## config.mk

```make
export PLATFORM = sky130hd
export DESIGN_NAME = adc_to_float
export DESIGN_NICKNAME = d
export VERILOG_FILES = /design/src/rtl/adc_to_float.sv
export SDC_FILE = /design/constraint.sdc
export NUM_CORES = 1
export LEC_CHECK = 0
export ABC_AREA = 1
export BUFFER_PORTS_ARGS = -buffer_cell sky130_fd_sc_hd__buf_2
export CAP_MARGIN = 25
export CORE_MARGIN = 2
export CORE_UTILIZATION = 60
export CTS_CLUSTER_DIAMETER = 30
export DETAILED_ROUTE_END_ITERATION = 8
export PLACE_DENSITY = 0.95
export SETUP_SLACK_MARGIN = 0.2
export SYNTH_ARGS = -nofsm -noshare
export SYNTH_HDL_FRONTEND = slang
export SYNTH_SLANG_ARGS = --single-unit
```

## constraint.sdc

```tcl
create_clock -name i_CLK -period 2.4 [get_ports i_CLK]
set_clock_uncertainty 0.1 [all_clocks]
set_input_delay 0.48 -clock i_CLK [delete_from_list [all_inputs] [get_ports i_CLK]]
set_output_delay 0.48 -clock i_CLK [all_outputs]
set_load 0.01 [all_outputs]
```

## src/rtl/adc_to_float.sv

```systemverilog
// adc_to_float: signed ADC sample -> exact IEEE-754 float32, scaled by 2^-EXP_SHIFT via the exponent.
// Define ADC_TO_FLOAT_FAST_NORM_EN for single-cycle normalization (priority encoder + barrel shift).
module adc_to_float #(
    parameter int IN_WIDTH  = 24,
    parameter int EXP_SHIFT = 0
) (
    input  logic                       i_CLK,
    input  logic                       i_RSTN,
    input  logic signed [IN_WIDTH-1:0] i_ADC_DATA,
    input  logic                       i_ADC_DATA_VALID,
    output logic                       o_ADC_DATA_READY,
    output logic [31:0]                o_Z_DATA,
    output logic                       o_Z_DATA_VALID,
    input  logic                       i_Z_DATA_READY
);

    typedef enum logic [1:0] {
        IDLE,
        NORM,
        OUT
    } state_t;

    // 150 = bias 127 + 23: a value whose leading one sits at mag[23] needs no shift.
    localparam logic [7:0] EXP_INIT = 8'(150 - EXP_SHIFT);

    state_t      state_q, state_d;
    logic        sign_q, sign_d;
    logic [23:0] mag_q, mag_d;
    logic [7:0]  exp_q, exp_d;
    logic [31:0] z_data_q, z_data_d;
    logic        z_valid_q, z_valid_d;
    logic        adc_ready_q, adc_ready_d;

    logic        accept;
    logic        xfer;
    logic [23:0] sample_ext;
    logic [23:0] sample_mag;

    logic        norm_done;
    logic [7:0]  res_exp;
    logic [22:0] res_frac;
    logic [23:0] step_mag;
    logic [7:0]  step_exp;

    assign accept     = i_ADC_DATA_VALID && adc_ready_q;
    assign xfer       = z_valid_q && i_Z_DATA_READY;
    assign sample_ext = 24'(i_ADC_DATA);
    // The most negative sample negates onto itself, which read unsigned is exactly 2^(IN_WIDTH-1).
    assign sample_mag = sample_ext[23] ? (~sample_ext + 24'd1) : sample_ext;

`ifdef ADC_TO_FLOAT_FAST_NORM_EN
    logic [4:0] lead_shift;

    always_comb begin
        lead_shift = 5'd0;
        for (int i = 0; i < 24; i++) begin
            if (mag_q[i]) lead_shift = 5'(23 - i);
        end
        norm_done = 1'b1;
        res_exp   = exp_q - {3'b000, lead_shift};
        res_frac  = 23'(mag_q << lead_shift);
        step_mag  = mag_q;
        step_exp  = exp_q;
    end
`else
    always_comb begin
        norm_done = mag_q[23];
        res_exp   = exp_q;
        res_frac  = mag_q[22:0];
        step_mag  = {mag_q[22:0], 1'b0};
        step_exp  = exp_q - 8'd1;
    end
`endif

    // NOTE: flops take only non-blocking assignments so every register samples pre-edge _d values.
    always_ff @(posedge i_CLK) begin
        if (!i_RSTN) begin
            state_q     <= IDLE;
            sign_q      <= 1'b0;
            mag_q       <= 24'd0;
            exp_q       <= 8'd0;
            z_data_q    <= 32'h0;
            z_valid_q   <= 1'b0;
            adc_ready_q <= 1'b0;
        end else begin
            state_q     <= state_d;
            sign_q      <= sign_d;
            mag_q       <= mag_d;
            exp_q       <= exp_d;
            z_data_q    <= z_data_d;
            z_valid_q   <= z_valid_d;
            adc_ready_q <= adc_ready_d;
        end
    end

    always_comb begin : next_state
        state_d = state_q;
        unique case (state_q)
            IDLE:    if (accept) state_d = NORM;
            NORM:    if (mag_q == 24'd0 || norm_done) state_d = OUT;
            OUT:     if (xfer) state_d = IDLE;
            default: state_d = IDLE;
        endcase
    end

    // NOTE: every _d gets its hold/default value before the case, so no path can infer a latch.
    always_comb begin : outputs_next
        sign_d      = sign_q;
        mag_d       = mag_q;
        exp_d       = exp_q;
        z_data_d    = z_data_q;
        z_valid_d   = 1'b0;
        adc_ready_d = 1'b0;
        unique case (state_q)
            IDLE: begin
                adc_ready_d = !accept;
                if (accept) begin
                    sign_d = sample_ext[23];
                    mag_d  = sample_mag;
                    exp_d  = EXP_INIT;
                end
            end
            NORM: begin
                if (mag_q == 24'd0) begin
                    z_data_d = 32'h0;
                end else if (norm_done) begin
                    z_data_d = {sign_q, res_exp, res_frac};
                end else begin
                    mag_d = step_mag;
                    exp_d = step_exp;
                end
            end
            OUT: begin
                z_valid_d   = !xfer;
                adc_ready_d = xfer;
            end
            default: ;
        endcase
    end

    assign o_ADC_DATA_READY = adc_ready_q;
    assign o_Z_DATA         = z_data_q;
    assign o_Z_DATA_VALID   = z_valid_q;

endmodule

```

==> implementation parameters, run 1 <==
Parameter                              Value

Outcome
  Result of the run    completed

Drt
  Antenna-violating nets left    0
  Post-DR vias/cell    5.78
  Sum of met2 wire segment lengths after detailed routing    4.55 mm
  Routed metal-1 wirelength    roughly 4.2 mm
  Met3 layer wire length in the routed design    961 µm
  Routed via count    4008
  Per-cell routed wire length    14.4 µm
  Number of design rule violations left after detail routing    0
  Topmost layer with routed signal wires    met4
  Initial DRT Pass Iterations    5
  Post-detailed-routing wire length    between 9 and 10 mm
  First DRT Iteration DRCs    between 300 and 400

Die
  Die height    82.5 µm
  Total I/O pin count    62
  Core area    5960 µm²
  Initial cell density of the core    62.1%
  Horizontal extent of the die    82.5 µm
  Number of rows created at floorplan    28
  Area of the die    between 6000 and 7000 µm²

Synthesis
  YS warnings    0
  Share of synthesized flip-flops with an asynchronous set or reset    0%
  Sequential area share after synthesis    between 30% and 40%
  Cells after synthesis    560
  Net count of the mapped netlist    590
  EDFF count, synth    0
  Number of distinct standard cells referenced by the synthesized netlist    36
  Dominant register cell in the synthesized netlist    sky130_fd_sc_hd__dfxtp_1
  Post-Synthesis Cell Area    about 3700 µm²
  Syn Area/Cell    around 6.6 µm²
  Synth Register Bits    69

Min path
  Source of the worst hold timing path    i_Z_DATA_READY
  Type of the most critical hold path    input port to flop

GRT
  Vias in the first global route    3528
  First-pass GRT wire length    approximately 16 mm
  Pin count of the biggest net entering global routing    34
  Remaining Overflow, GRT    0
  Antenna violations before repair    0
  GRT Overall Usage    30.9%

Clock network
  Clock-pin slew on the worst setup and hold paths    0.08 ns
  Depth of the CTS H-tree    3
  Root Buffer    sky130_fd_sc_hd__clkbuf_8
  Number of buffers added by the clock tree synthesis step    9
  Clock tree from TritonCTS    done
  Sinks on the clock net    69
  Setup bufs post-CTS    0
  Bufs on Longest Clock Path    2
  Post-CTS resize count    0
  Post-CTS Hold Buffers    0
  Clock latency reported for the late side of the worst-skew pair    0.36 ns

Pwr
  Leakage Power    1.88 nW
  Power density over cell area    697 nW/µm²
  Worst IR Drop VDD    about 0.0008 V

Final layout
  Number of diodes    0
  Most common cell after layout, fill and taps aside    sky130_fd_sc_hd__nand2_1
  Layout Area Growth over Synthesis    13.5%
  Top library cells by usage in the layout, fill and taps aside    162 x sky130_fd_sc_hd__nand2_1, 70 x sky130_fd_sc_hd__nor2_1, 69 x sky130_fd_sc_hd__dfxtp_1
  Share of post-route cells with drive strength above 1    19.1%
  Post-layout net count    between 600 and 700
  Number of non-filler instances in the completed layout    a little under 700

Setup path
  CP Max Fanout    33
  R2r startpoint    mag_q[12]
  Worst reg2reg setup slack    0.35 ns
  Endpoint arrival time on the critical path    between 2 and 2.5 ns
  Sort of element at the end of the critical path    flop
  Kind of critical path    flop to flop
  Critical R2R Capture    o_Z_DATA[17]
  Crit path to    o_Z_DATA[17]
  Data required time at the worst endpoint    approximately 2.5 ns
  Kind of start point of the critical path    flop
  Length in cells of the worst reg-to-reg path    8
  CP startpoint    mag_q[12]

Job
  # Max-Cap Violations    0

STA
  Total Negative Setup Slacks    0 ns
  RSZ-0062 raised after global routing    false
  Share of the clock period used by the worst path    a little under nine tenths
  Fin. max-slew vios    0
  Hold Vio Cnt, Final    0
  Headroom to the max-slew limit    61.4%
  Highest clock rate    489 MHz
  Tmin final    2.05 ns
  Final setup violation count    0
  Worst Max-Slew Pin Slew    0.579 ns

Placed design
  Routability cong.    0.889
  Number of I/O port buffers    61
  Detailed Place HPWL    6.93 mm
  Placed cell count    677
[flip-flops by register name, indices dropped and copies added (netlist names)]
| register | cells |
|---|---|
| exp_q | 8 |
| mag_q | 24 |
| o_ADC_DATA_READY | 1 |
| o_Z_DATA | 32 |
| o_Z_DATA_VALID | 1 |
| sign_q | 1 |
| state_q | 2 |
[per-stage QoR]
| step | hold WS [ns] | worst slack, ns | utilization (%) | instance area [µm²] | total power, W |
|---|---|---|---|---|---|
| 5_1_grt | 0.300 | 0.222 | 70.5 | 4200 | 0.00305 |
| 6_report | 0.294 | 0.355 | 70.5 | 4200 | 0.00293 |
| 3_5_place_dp | 0.353 | 0.375 | 67.0 | 3990 | 0.00193 |
| 3_3_place_gp | 0.346 | 0.442 | 67.0 | 3990 | 0.00191 |
| 2_1_floorplan | 0.341 | 0.729 | - | 3700 | 0.00180 |
| 4_1_cts | 0.293 | 0.396 | 70.5 | 4200 | 0.00291 |
[worst min path at each step]
| stage | to | cells past startpoint |
|---|---|---|
| 2_1_floorplan | o_Z_DATA[31] | 2 |
| 3_3_place_gp | o_Z_DATA[19] | 2 |
| 3_5_place_dp | o_Z_DATA[31] | 2 |
| 4_1_cts | o_ADC_DATA_READY | 3 |
| 5_1_grt | o_ADC_DATA_READY | 3 |
| 6_report | o_ADC_DATA_READY | 3 |
[layer usage]
layer  global-route usage (%)  up-vias
met5                        0        -
met1                     39.8     1813
met2                     50.5      247
met3                     6.85       37
met4                     11.6        0
li1                         -     1911
[Yosys cell counts (2+ instances only)]
master	count	area (µm²)
sky130_fd_sc_hd__nand2_1	162	608
sky130_fd_sc_hd__nor2_1	70	263
sky130_fd_sc_hd__dfxtp_1	69	1380
sky130_fd_sc_hd__nand3_1	61	305
sky130_fd_sc_hd__a21oi_1	48	240
sky130_fd_sc_hd__inv_1	38	143
sky130_fd_sc_hd__o21ai_0	22	110
sky130_fd_sc_hd__a21oi_2	11	96.3
sky130_fd_sc_hd__nand2_2	11	68.8
sky130_fd_sc_hd__clkbuf_1	9	33.8
sky130_fd_sc_hd__buf_2	8	40.0
sky130_fd_sc_hd__o21ai_1	7	35.0
sky130_fd_sc_hd__buf_6	5	56.3
sky130_fd_sc_hd__nand4_1	4	25.0
sky130_fd_sc_hd__xor2_1	4	35.0
sky130_fd_sc_hd__nor3_1	3	15.0
sky130_fd_sc_hd__xnor2_1	3	26.3
sky130_fd_sc_hd__a22oi_1	2	15.0
sky130_fd_sc_hd__buf_1	2	7.51
sky130_fd_sc_hd__ha_1	2	25.0
sky130_fd_sc_hd__inv_2	2	7.51
sky130_fd_sc_hd__nand3b_1	2	15.0
sky130_fd_sc_hd__nor2_2	2	12.5
[area by class of cell]
cell class / count / area, µm²
multi-input cells: 422 / 1990
fillers: 489 / 1760
flip-flops and latches: 69 / 1380
repair buffers: 68 / 358
inverters: 43 / 169
clock buffers: 10 / 138
well taps: 75 / 93.8
clock inverters: 6 / 68.8
[cell families (layout without fill, tap and decap cells)]
kind of cell | after synthesis | after routing | synth area share (%)
compound gates | 93 | 93 | 14.2
xor+xnor | 7 | 7 | 1.66
fa+ha+maj | 2 | 2 | 0.676
buf+inv | 69 | 127 | 8.89
flops | 69 | 69 | 37.3
simple gates | 320 | 320 | 37.3
[worst max-delay path, cell delays in order (launching register included)]
cell and delay (ns):
sky130_fd_sc_hd__dfxtp_1 0.35, sky130_fd_sc_hd__nor2_1 0.18, sky130_fd_sc_hd__nand2_1 0.10, sky130_fd_sc_hd__nor2_1 0.14
sky130_fd_sc_hd__nand3_1 0.16, sky130_fd_sc_hd__nand2_4 0.23, sky130_fd_sc_hd__nand3_4 0.38, sky130_fd_sc_hd__nand2_1 0.20
sky130_fd_sc_hd__a21oi_1 0.09
[report_power, final]
part           internal (W)  switching [W]  total [W]  leakage [nW]
Combinational      0.000213       0.000413   0.000626          1.22
Sequential          0.00122      0.0000936    0.00132         0.561
Clock              0.000515       0.000470   0.000984         0.103
Total               0.00195       0.000976    0.00293          1.88
(Power assumes the default switching activity.)
==> inputs of run 2 (changes only) <==
--- a/config.mk
+++ b/config.mk
@@ -12,7 +12,9 @@
 export CORE_UTILIZATION = 60
 export CTS_CLUSTER_DIAMETER = 30
 export DETAILED_ROUTE_END_ITERATION = 8
+export GPL_ROUTABILITY_DRIVEN = 1
 export PLACE_DENSITY = 0.95
+export RECOVER_POWER = 100
 export SETUP_SLACK_MARGIN = 0.2
 export SYNTH_ARGS = -nofsm -noshare
 export SYNTH_HDL_FRONTEND = slang
==> implementation parameters, run 2 (same netlist as run 1, synthesis figures left out) <==
Parameter                              Value

Setup path
  Cell with the biggest individual delay on the critical path    sky130_fd_sc_hd__dfxtp_1
  Critical Path Most Common Cell    sky130_fd_sc_hd__nand2_1
  Data required time at the worst endpoint    2.58 ns (+0.05 ns)
  Kind of start point of the critical path    flop
  Sort of element at the end of the critical path    flop
  Kind of critical path    flop to flop
  Stage delay of the slowest cell on the critical path    0.36 ns (-0.02 ns)
  Endpoint arrival time on the critical path    2.25 ns (+0.07 ns)
  CP Max Fanout    33 (unchanged)
  Ordered cell list for the critical path    inv_1 > nor2_4 > nand2_1 > clkinv_4 > nand2_4 > nand3_4 > nand2_1 > a21oi_1

Clock network
  Clock tree from TritonCTS    done
  Clock-pin slew on the worst setup and hold paths    0.08 ns (about the same)
  Setup bufs post-CTS    0 (unchanged)
  Clock latency reported for the late side of the worst-skew pair    0.36 ns (about the same)
  Sinks on the clock net    69 (unchanged)
  Post-CTS Hold Buffers    0 (unchanged)
  Bufs on Longest Clock Path    2 (unchanged)
  Depth of the CTS H-tree    3 (unchanged)
  Number of buffers added by the clock tree synthesis step    9 (unchanged)
  Post-CTS resize count    0 (unchanged)
  Root Buffer    sky130_fd_sc_hd__clkbuf_8

GRT
  Remaining Overflow, GRT    0 (unchanged)
  Pin count of the biggest net entering global routing    34 (unchanged)
  Vias in the first global route    3528 (unchanged)
  Antenna violations before repair    0 (unchanged)
  First-pass GRT wire length    16.1 mm (unchanged)
  GRT Overall Usage    30.9% (unchanged)

Pwr
  Switch share    33.4% (about the same)
  Sw power    0.000975 W (about the same)
  Fraction of power consumed by the clock network    33.8% (+0.2 points)
  Internal power of the cells    0.00195 W (-0.21%)
  Leakage Power    1.73 nW (-8.3%)
  Worst IR Drop VDD    0.000792 V (-0.54%)
  Power density over cell area    710 nW/µm² (+1.8%)
  Combinational fraction of design power    21.2% (-0.2 points)
  Seq pwr share    45.0% (about the same)

STA
  Worst-case hold slack    0.297 ns (+0.00337 ns)
  Fin. max-slew vios    0 (unchanged)
  RSZ-0062 raised after global routing    false
  Share of the clock period used by the worst path    85.9% (+0.71 points)
  Worst Max-Slew Pin Slew    0.943 ns (+0.364 ns)
  Hold Vio Cnt, Final    0 (unchanged)
  Tmin final    2.06 ns (+0.0170 ns)
  Highest clock rate    485 MHz (-0.82%)
  Total Negative Setup Slacks    0 ns (unchanged)
  Final setup violation count    0 (unchanged)
  Headroom to the max-slew limit    37.1% (-24 points)

Die
  Core area    5960 µm² (unchanged)
  Number of rows created at floorplan    28 (unchanged)
  Initial cell density of the core    62.1% (unchanged)
  Total I/O pin count    62 (unchanged)
  Horizontal extent of the die    82.5 µm (unchanged)
  Area of the die    6810 µm² (unchanged)
  Die height    82.5 µm (unchanged)

Drt
  Initial DRT Pass Iterations    7 (+2)
  Antenna-violating nets left    0 (unchanged)
  Number of design rule violations left after detail routing    0 (unchanged)
  First DRT Iteration DRCs    399 (+9.9%)
  Routed via count    3962 (-1.1%)
  Post-detailed-routing wire length    10.0 mm (+0.49%)
  Per-cell routed wire length    14.5 µm (+0.49%)
  Post-DR vias/cell    5.72 (-1.1%)

Final layout
  Post-layout net count    643 (unchanged)
  Number of non-filler instances in the completed layout    693 (unchanged)
  Area used by multi-input combinational logic    1960 µm² (-1.7%)
  Number of diodes    0 (unchanged)
  Register area    1380 µm² (unchanged)
  Fill cell instance count of the final layout    529 (+8.2%)
  Post-Route Utilization    69.1% (-1.3 points)
  Share of post-route cells with drive strength above 1    11.3% (-7.8 points)
  Layout Area Growth over Synthesis    11.3%
  Most common cell after layout, fill and taps aside    sky130_fd_sc_hd__nand2_1
  Max FFs per register    32 (unchanged)
  Top library cells by usage in the layout, fill and taps aside    171 x sky130_fd_sc_hd__nand2_1, 70 x sky130_fd_sc_hd__nor2_1, 69 x sky130_fd_sc_hd__dfxtp_1

Outcome
  Result of the run    completed

Placed design
  Detailed Place HPWL    6.93 mm (unchanged)
  Placed cell count    677 (unchanged)
  Number of I/O port buffers    61 (unchanged)
  Routability cong.    0.889 (unchanged)

Job
  # Max-Cap Violations    0 (unchanged)

Min path
  Type of the most critical hold path    input port to flop
[run 2: cell types whose count changed in the layout (fill, tap and decap cells not counted), sizes merged]
cell / previous run / this run
buf: 68 / 32
clkbuf: 10 / 46
[run 2: layout make-up]
class / count / area share, %
Multi-Input combinational cell: 422 / 47.5
Sequential cell: 69 / 33.5
Timing Repair Buffer: 68 / 7.57
Inverter: 43 / 4.10
Clock buffer: 10 / 3.34
Tap cell: 75 / 2.28
Clock inverter: 6 / 1.67
[run 2: per-stage QoR]
step	worst slack [ns]	cell area, µm²	power, W
after CTS	0.396	4200	0.00291
after global routing	0.159	4120	0.00304
after global placement	0.442	3990	0.00191
after detailed placement	0.375	3990	0.00193
final	0.338	4120	0.00292
after floorplan	0.729	3700	0.00180
[run 2: worst max-delay path: cells and delay by family (launching register included)]
kind / cells / cell delay [ns]
DFF: 1 / 0.36
and+or+nand+nor: 5 / 1.07
AOI/OAI and AO/OA: 1 / 0.16
buffers and inverters: 2 / 0.29
[run 2: power by group through the flow]
stage / sequential, W / clock, W / combinational, W
5_1_grt: 0.00132 / 0.00103 / 0.000687
3_5_place_dp: 0.00133 / 0 / 0.000600
6_report: 0.00132 / 0.000987 / 0.000619
2_1_floorplan: 0.00131 / 0 / 0.000491
4_1_cts: 0.00131 / 0.000986 / 0.000616
3_3_place_gp: 0.00133 / 0 / 0.000580
[run 2: final timing paths]
| check | startpoint | depth (start not counted) | slack, ns | end |
|---|---|---|---|---|
| setup / recovery | state_q[0] | 8 | 0.34 | o_Z_DATA[17] |
| hold / removal | i_Z_DATA_READY | 3 | 0.30 | o_ADC_DATA_READY |
| setup reg to reg | state_q[0] | 8 | 0.34 | o_Z_DATA[17] |
| hold reg to reg | o_Z_DATA[29] | 2 | 0.36 | o_Z_DATA[29] |
[run 2: layer usage]
metal  vias to the layer above  GRT usage [%]  wire (µm)
met5                         -              0          0
met3                        39           6.85        995
met1                      1788           39.8       4200
met4                         0           11.6        328
met2                       227           50.5       4500
li1                       1908              -          -
